`src/rtl/imm_encoder_if.sv`:
```
// rtl/imm_encoder_if.sv - request/result bundle for the immediate encoder
//
// Purpose : groups the start request, mode/value operands and the
//           busy/done/ok/Instr/up result signals of imm_encoder.
// Signals : start   1  request, sampled while the encoder is idle
//           ImmSrc  2  00 data-processing, 01 memory, 10 branch, 11 reserved
//           Value  32  immediate or byte offset to encode
//           busy    1  operation in progress (accepted start until done)
//           done    1  single-cycle completion pulse
//           ok      1  Value was encodable in the selected mode
//           Instr  24  encoded immediate field
//           up      1  memory offset add (1) / subtract (0)
// Modports: master drives the request, slave (the encoder) drives results.
interface imm_encoder_if;
    logic        start;
    logic [1:0]  ImmSrc;
    logic [31:0] Value;
    logic        busy;
    logic        done;
    logic        ok;
    logic [23:0] Instr;
    logic        up;

    modport master (
        output start, ImmSrc, Value,
        input  busy, done, ok, Instr, up
    );

    modport slave (
        input  start, ImmSrc, Value,
        output busy, done, ok, Instr, up
    );
endinterface

```
`src/rtl/imm_encoder.sv`:
```
// rtl/imm_encoder.sv - encodes a 32-bit value into a 24-bit immediate field
//
// Purpose : inverse of the Extend unit. Mode 00 searches the smallest even
//           left rotation that fits the value in 8 bits (one rotation per
//           cycle); modes 01/10/11 resolve in the accepting cycle.
// Ports   : clk    rising-edge clock
//           reset  asynchronous active-high reset
//           bus    imm_encoder_if.slave (start/ImmSrc/Value in,
//                  busy/done/ok/Instr/up out)
// Config  : IMM_ENC_NEG_EN - when defined, mode 01 also accepts offsets
//           -4095..-1 and reports them with up=0; when undefined up is
//           constant 1.
module imm_encoder (
    input  logic          clk,
    input  logic          reset,
    imm_encoder_if.slave  bus
);
    typedef enum logic [1:0] {IDLE, SEARCH, DONE} state_t;

    state_t      state, stateNext;
    logic [3:0]  rot, rotNext;
    logic [1:0]  srcReg;
    logic [31:0] valueReg;
    logic        okReg, okNext;
    logic [23:0] instrReg, instrNext;

    // Results for the modes that resolve in the accepting cycle, taken
    // straight from the request inputs.
    logic        directOk;
    logic [23:0] directInstr;

    // Value rotated left by 2*rot; the doubled word makes rot=0 and the
    // modulo-32 wrap fall out without a special case.
    logic [63:0] dblShift;
    logic [31:0] rotated;
    assign dblShift = {valueReg, valueReg} << {rot, 1'b0};
    assign rotated  = dblShift[63:32];

`ifdef IMM_ENC_NEG_EN
    logic        upReg, upNext;
    logic        directUp;
    logic [31:0] negValue;
    assign negValue = -bus.Value;
`endif

    always_comb begin
        directOk    = 1'b0;
        directInstr = 24'h0;
`ifdef IMM_ENC_NEG_EN
        directUp    = 1'b1;
`endif
        case (bus.ImmSrc)
            2'b01: begin
                if (bus.Value < 32'd4096) begin
                    directOk    = 1'b1;
                    directInstr = {12'h0, bus.Value[11:0]};
                end
`ifdef IMM_ENC_NEG_EN
                else if (bus.Value[31] && negValue < 32'd4096) begin
                    directOk    = 1'b1;
                    directInstr = {12'h0, negValue[11:0]};
                    directUp    = 1'b0;
                end
`endif
            end
            2'b10: begin
                // word-aligned and representable as a signed 26-bit offset
                if (bus.Value[1:0] == 2'b00 &&
                    bus.Value[31:26] == {6{bus.Value[25]}}) begin
                    directOk    = 1'b1;
                    directInstr = bus.Value[25:2];
                end
            end
            default: begin
            end
        endcase
    end

    always_comb begin
        stateNext = state;
        rotNext   = rot;
        okNext    = okReg;
        instrNext = instrReg;
`ifdef IMM_ENC_NEG_EN
        upNext    = upReg;
`endif
        case (state)
            IDLE: begin
                if (bus.start) begin
                    if (bus.ImmSrc == 2'b00) begin
                        stateNext = SEARCH;
                        rotNext   = 4'd0;
                    end else begin
                        stateNext = DONE;
                        okNext    = directOk;
                        instrNext = directInstr;
`ifdef IMM_ENC_NEG_EN
                        upNext    = directUp;
`endif
                    end
                end
            end
            SEARCH: begin
                // only mode 00 enters SEARCH; anything else is unencodable
                if (srcReg == 2'b00 && rotated[31:8] == 24'h0) begin
                    stateNext = DONE;
                    okNext    = 1'b1;
                    instrNext = {12'h0, rot, rotated[7:0]};
`ifdef IMM_ENC_NEG_EN
                    upNext    = 1'b1;
`endif
                end else if (rot == 4'd15 || srcReg != 2'b00) begin
                    stateNext = DONE;
                    okNext    = 1'b0;
                    instrNext = 24'h0;
`ifdef IMM_ENC_NEG_EN
                    upNext    = 1'b1;
`endif
                end else begin
                    rotNext = rot + 4'd1;
                end
            end
            DONE: begin
                stateNext = IDLE;
            end
            default: begin
                stateNext = IDLE;
            end
        endcase
    end

    always_ff @(posedge clk or posedge reset) begin
        if (reset) begin
            state    <= IDLE;
            rot      <= 4'd0;
            srcReg   <= 2'b00;
            valueReg <= 32'h0;
            okReg    <= 1'b0;
            instrReg <= 24'h0;
`ifdef IMM_ENC_NEG_EN
            upReg    <= 1'b1;
`endif
        end else begin
            state    <= stateNext;
            rot      <= rotNext;
            okReg    <= okNext;
            instrReg <= instrNext;
`ifdef IMM_ENC_NEG_EN
            upReg    <= upNext;
`endif
            if (state == IDLE && bus.start) begin
                srcReg   <= bus.ImmSrc;
                valueReg <= bus.Value;
            end
        end
    end

    assign bus.busy  = (state != IDLE);
    assign bus.done  = (state == DONE);
    assign bus.ok    = okReg;
    assign bus.Instr = instrReg;
`ifdef IMM_ENC_NEG_EN
    assign bus.up    = upReg;
`else
    assign bus.up    = 1'b1;
`endif
endmodule

```
`src/flat_wrapper.sv`:
```
// flat-port wrapper written by rule: the top's interface ports become plain ports
module imm_encoder_flat 
  (clk, reset, bus_start, bus_ImmSrc, bus_Value, bus_busy, bus_done, bus_ok, bus_Instr, bus_up);
  imm_encoder_if bus_i ();
  input  logic clk;
  input  logic reset;
  input wire logic [$bits(bus_i.start)-1:0] bus_start;
  input wire logic [$bits(bus_i.ImmSrc)-1:0] bus_ImmSrc;
  input wire logic [$bits(bus_i.Value)-1:0] bus_Value;
  output wire logic [$bits(bus_i.busy)-1:0] bus_busy;
  output wire logic [$bits(bus_i.done)-1:0] bus_done;
  output wire logic [$bits(bus_i.ok)-1:0] bus_ok;
  output wire logic [$bits(bus_i.Instr)-1:0] bus_Instr;
  output wire logic [$bits(bus_i.up)-1:0] bus_up;
  assign bus_i.start = bus_start;
  assign bus_i.ImmSrc = bus_ImmSrc;
  assign bus_i.Value = bus_Value;
  assign bus_busy = bus_i.busy;
  assign bus_done = bus_i.done;
  assign bus_ok = bus_i.ok;
  assign bus_Instr = bus_i.Instr;
  assign bus_up = bus_i.up;
  imm_encoder u_core (.clk(clk), .reset(reset), .bus(bus_i));
endmodule
```
`config.mk`:
```
export PLATFORM = sky130hd
export DESIGN_NAME = imm_encoder_flat
export DESIGN_NICKNAME = d
export VERILOG_FILES = /design/src/rtl/imm_encoder_if.sv /design/src/rtl/imm_encoder.sv /design/src/flat_wrapper.sv
export SDC_FILE = /design/constraint.sdc
export NUM_CORES = 1
export LEC_CHECK = 0
export CAP_MARGIN = 25
export CORE_AREA = 4 4 118 120
export DETAILED_ROUTE_END_ITERATION = 12
export DIE_AREA = 0 0 122 124
export GPL_TIMING_DRIVEN = 0
export PLACE_DENSITY_LB_ADDON = 0.25
export SYNTH_ARGS = -nofsm -noshare
export SYNTH_HDL_FRONTEND = slang
export SYNTH_SLANG_ARGS = --single-unit
```
`constraint.sdc`:
```
create_clock -name clk -period 8.2 [get_ports clk]
set_input_delay 0.82 -clock clk [delete_from_list [all_inputs] [get_ports clk]]
set_output_delay 0.82 -clock clk [all_outputs]
set_load 0.005 [all_outputs]
```
==> reports/qor.yml <==
setup_tns_ps: 0
syn_avg_cell_area_um2: 11.4
grt_overflow_total: 0
synthMuxAreaShare_pct: 34.2
io-pin-count: 65
io_buffers: 63
cts_buffer_depth: 2
die_w_um: 122
h-tree-depth: 3
worstSetupEndpointType: "register"
cts_tree: "built"
synthXorXnorAreaFrac_pct: 0
hpwlAfterDp_um: 11000
num_rows: 42
antenna_left: 0
post_drt_wl_per_cell_um: 22.5
cts_setup_buffers: 0
synthArstFlopShare_pct: 100
cts.reportedPaths.clkPinSlew_ps: 50
finalCritPeriodShare_pct: 45.3
globalplace.congestion: 0.941
synthCells: 390
power_density_nw_per_um2: 252
ys.flop_type: "dfrtp_1"
finish.utilization_pct: 42.9
p_sw_share_pct: 37.5
vias: 3675
antenna_found_initial: 0
cp_max_fo: 10
hold_viol: 0
grt_max_degree: 43
ys_seq_area_share_pct: 36.6
synth-compound-area-share_pct: 9.30
cp-start-kind: "primary input"
drive_above_1_share_pct: 20.9
fill_cells: 1285
synth-edff-count: 0
routed_via_density: 5.69
status: "finished clean"
drv_slew: 0
cts_sinks: 65
holdCritPathClass: "reg -> reg"
crit_type: "in -> reg"
p_int_mw: 0.875
required_ps: 8470
drt-initial-drc-count: 210
synth_adder_area_share_pct: 1.13
die_h_um: 124
p_comb_share_pct: 40.9
fmax_mhz: 269
leakage_nw: 2.05
cts_made_buffers: 9
drc: 0
yosysWarnings: 0
layout.nets: 506
synth_nets: 431
max-vdd-ir-drop_mv: 0.103
grt_pass1_vias: 3795
area_delta_synth_final_pct: 25.4
synth.distinct_cells: 51
wirelength_um: 14500
grt_pass1_wl_um: 22700
synth_top_family_by_area: "multiplexers"
ys_seq_elements: 65
tightest_slew_ps: 735
fin_crit_ps: 3720
crit_arrival_ps: 3980
finalSetupViolCount: 0
cts_resized: 0
dieArea_um2: 15100
yosys.area_share.simple_pct: 12.2
start_util_pct: 34.2
cts_root_buffer: "clkbuf_16"
p_clk_share_pct: 24.6
grtUsageTotal_pct: 20.4
cap_violations: 0
multi_input_area_um2: 2530
syn_area_um2: 4440
maxSlewHeadroom_pct: 50.6
rsz0062_at_grt: "no"
postCtsHoldBufs: 0
pwr-share-seq_pct: 34.4
fin_skew_ps: 4.36
switchingPower_mw: 0.526
antenna_cells: 0
clk_latency_ps: 340
regArea_um2: 1630
core-area_um2: 13000
dr.pass1.iters: 5
power groups by stage:
stage               Clock (mW)  Sequential (mW)  Combinational [mW]
floorplan                    0            0.429               0.437
global placement             0            0.484               0.575
detailed placement           0            0.482               0.572
CTS                      0.354            0.478               0.574
global route             0.368            0.490               0.617
finish                   0.345            0.483               0.574
routing by layer:
layer / vias to the layer above / track usage (%) / wire [um]
met5: - / 0 / 0
met4: 0 / 8.26 / 484
met3: 37 / 4.86 / 973
met2: 164 / 32.5 / 6720
met1: 1833 / 26.8 / 6330
li1: 1641 / - / -
per-stage QoR:
step	total power [mW]	instances	cell area, um2	hold slack (ps)	setup WS, ps
5_1_grt	1.48	646	5570	529	4320
3_3_place_gp	1.06	629	5290	472	4180
3_5_place_dp	1.05	630	5310	479	4120
6_report	1.40	646	5570	488	4480
2_1_floorplan	0.866	390	4440	482	5200
4_1_cts	1.41	646	5570	491	4480
cell families after synthesis:
family | after synthesis
AOI/OAI and AO/OA | 53
adders and majority gates | 4
buffers and inverters | 58
DFF | 65
muxes | 107
other | 1
and+or+nand+nor | 102
sequential cells by signal (all words and copies together), names as in the netlist:
name              count
u_core.valueReg      32
u_core.bus.ok         1
u_core.srcReg         2
u_core.bus.Instr     24
u_core.state          2
u_core.rot            4
final cells by class:
cell class | count | area share [%]
Clock inverter | 3 | 0.315
Buffer | 29 | 3.17
Multi-Input combinational cell | 267 | 45.4
Inverter | 29 | 1.96
Tap cell | 176 | 3.96
Timing Repair Buffer | 64 | 11.7
Clock buffer | 13 | 4.31
Sequential cell | 65 | 29.2
cells in the mapped netlist, drive strengths merged, types with 4 or more instances:
library cell / count / area [um2]
nor4b: 5 / 43.8
mux4: 32 / 721
a31oi: 11 / 68.8
ha: 4 / 50.1
a21oi: 5 / 25.0
o211ai: 5 / 37.5
mux2: 37 / 417
mux2i: 38 / 380
nor4: 11 / 75.1
inv: 29 / 109
clkbuf: 14 / 52.6
nor3: 17 / 85.1
dfrtp: 65 / 1630
nand3: 6 / 30.0
nand2: 21 / 78.8
a22o: 13 / 114
nor2: 21 / 78.8
buf: 15 / 124
placed cells by master (no fill, tap or decap), types with 11 or more instances in the layout:
master	instances
a22o_1	13
inv_1	28
nor3_1	17
clkdlybuf4s50_1	63
dfrtp_1	65
mux2i_1	38
nand2_1	21
clkbuf_1	18
nor2_1	21
mux2_2	34
a31oi_1	11
mux4_2	32
worst max-delay path: stages:
cell and delay, ps:
clkdlybuf4s50_1 430, or4_1 590, nor4_1 200, o211ai_1 170
nor2_1 460, clkbuf_1 520, clkbuf_1 410, nand2_1 220
mux2i_1 160
final timing paths:
| kind | cells after the start | slack (ps) | from | to |
|---|---|---|---|---|
| min in group asynchronous | 2 | 850 | reset | u_core.bus.Instr[13]$_DFFE_PP0P_ |
| max in group asynchronous | 3 | 6730 | reset | u_core.valueReg[0]$_DFFE_PP0P_ |
| hold / removal | 1 | 490 | u_core.bus.Instr[6]$_DFFE_PP0P_ | u_core.bus.Instr[6]$_DFFE_PP0P_ |
| setup reg to reg | 11 | 4680 | u_core.rot[1]$_DFFE_PP0P_ | u_core.bus.Instr[19]$_DFFE_PP0P_ |
| hold reg to reg | 1 | 490 | u_core.bus.Instr[6]$_DFFE_PP0P_ | u_core.bus.Instr[6]$_DFFE_PP0P_ |
| setup / recovery | 9 | 4480 | bus_Value[26] | u_core.bus.Instr[12]$_DFFE_PP0P_ |
Power figures use the tool's default switching activity.
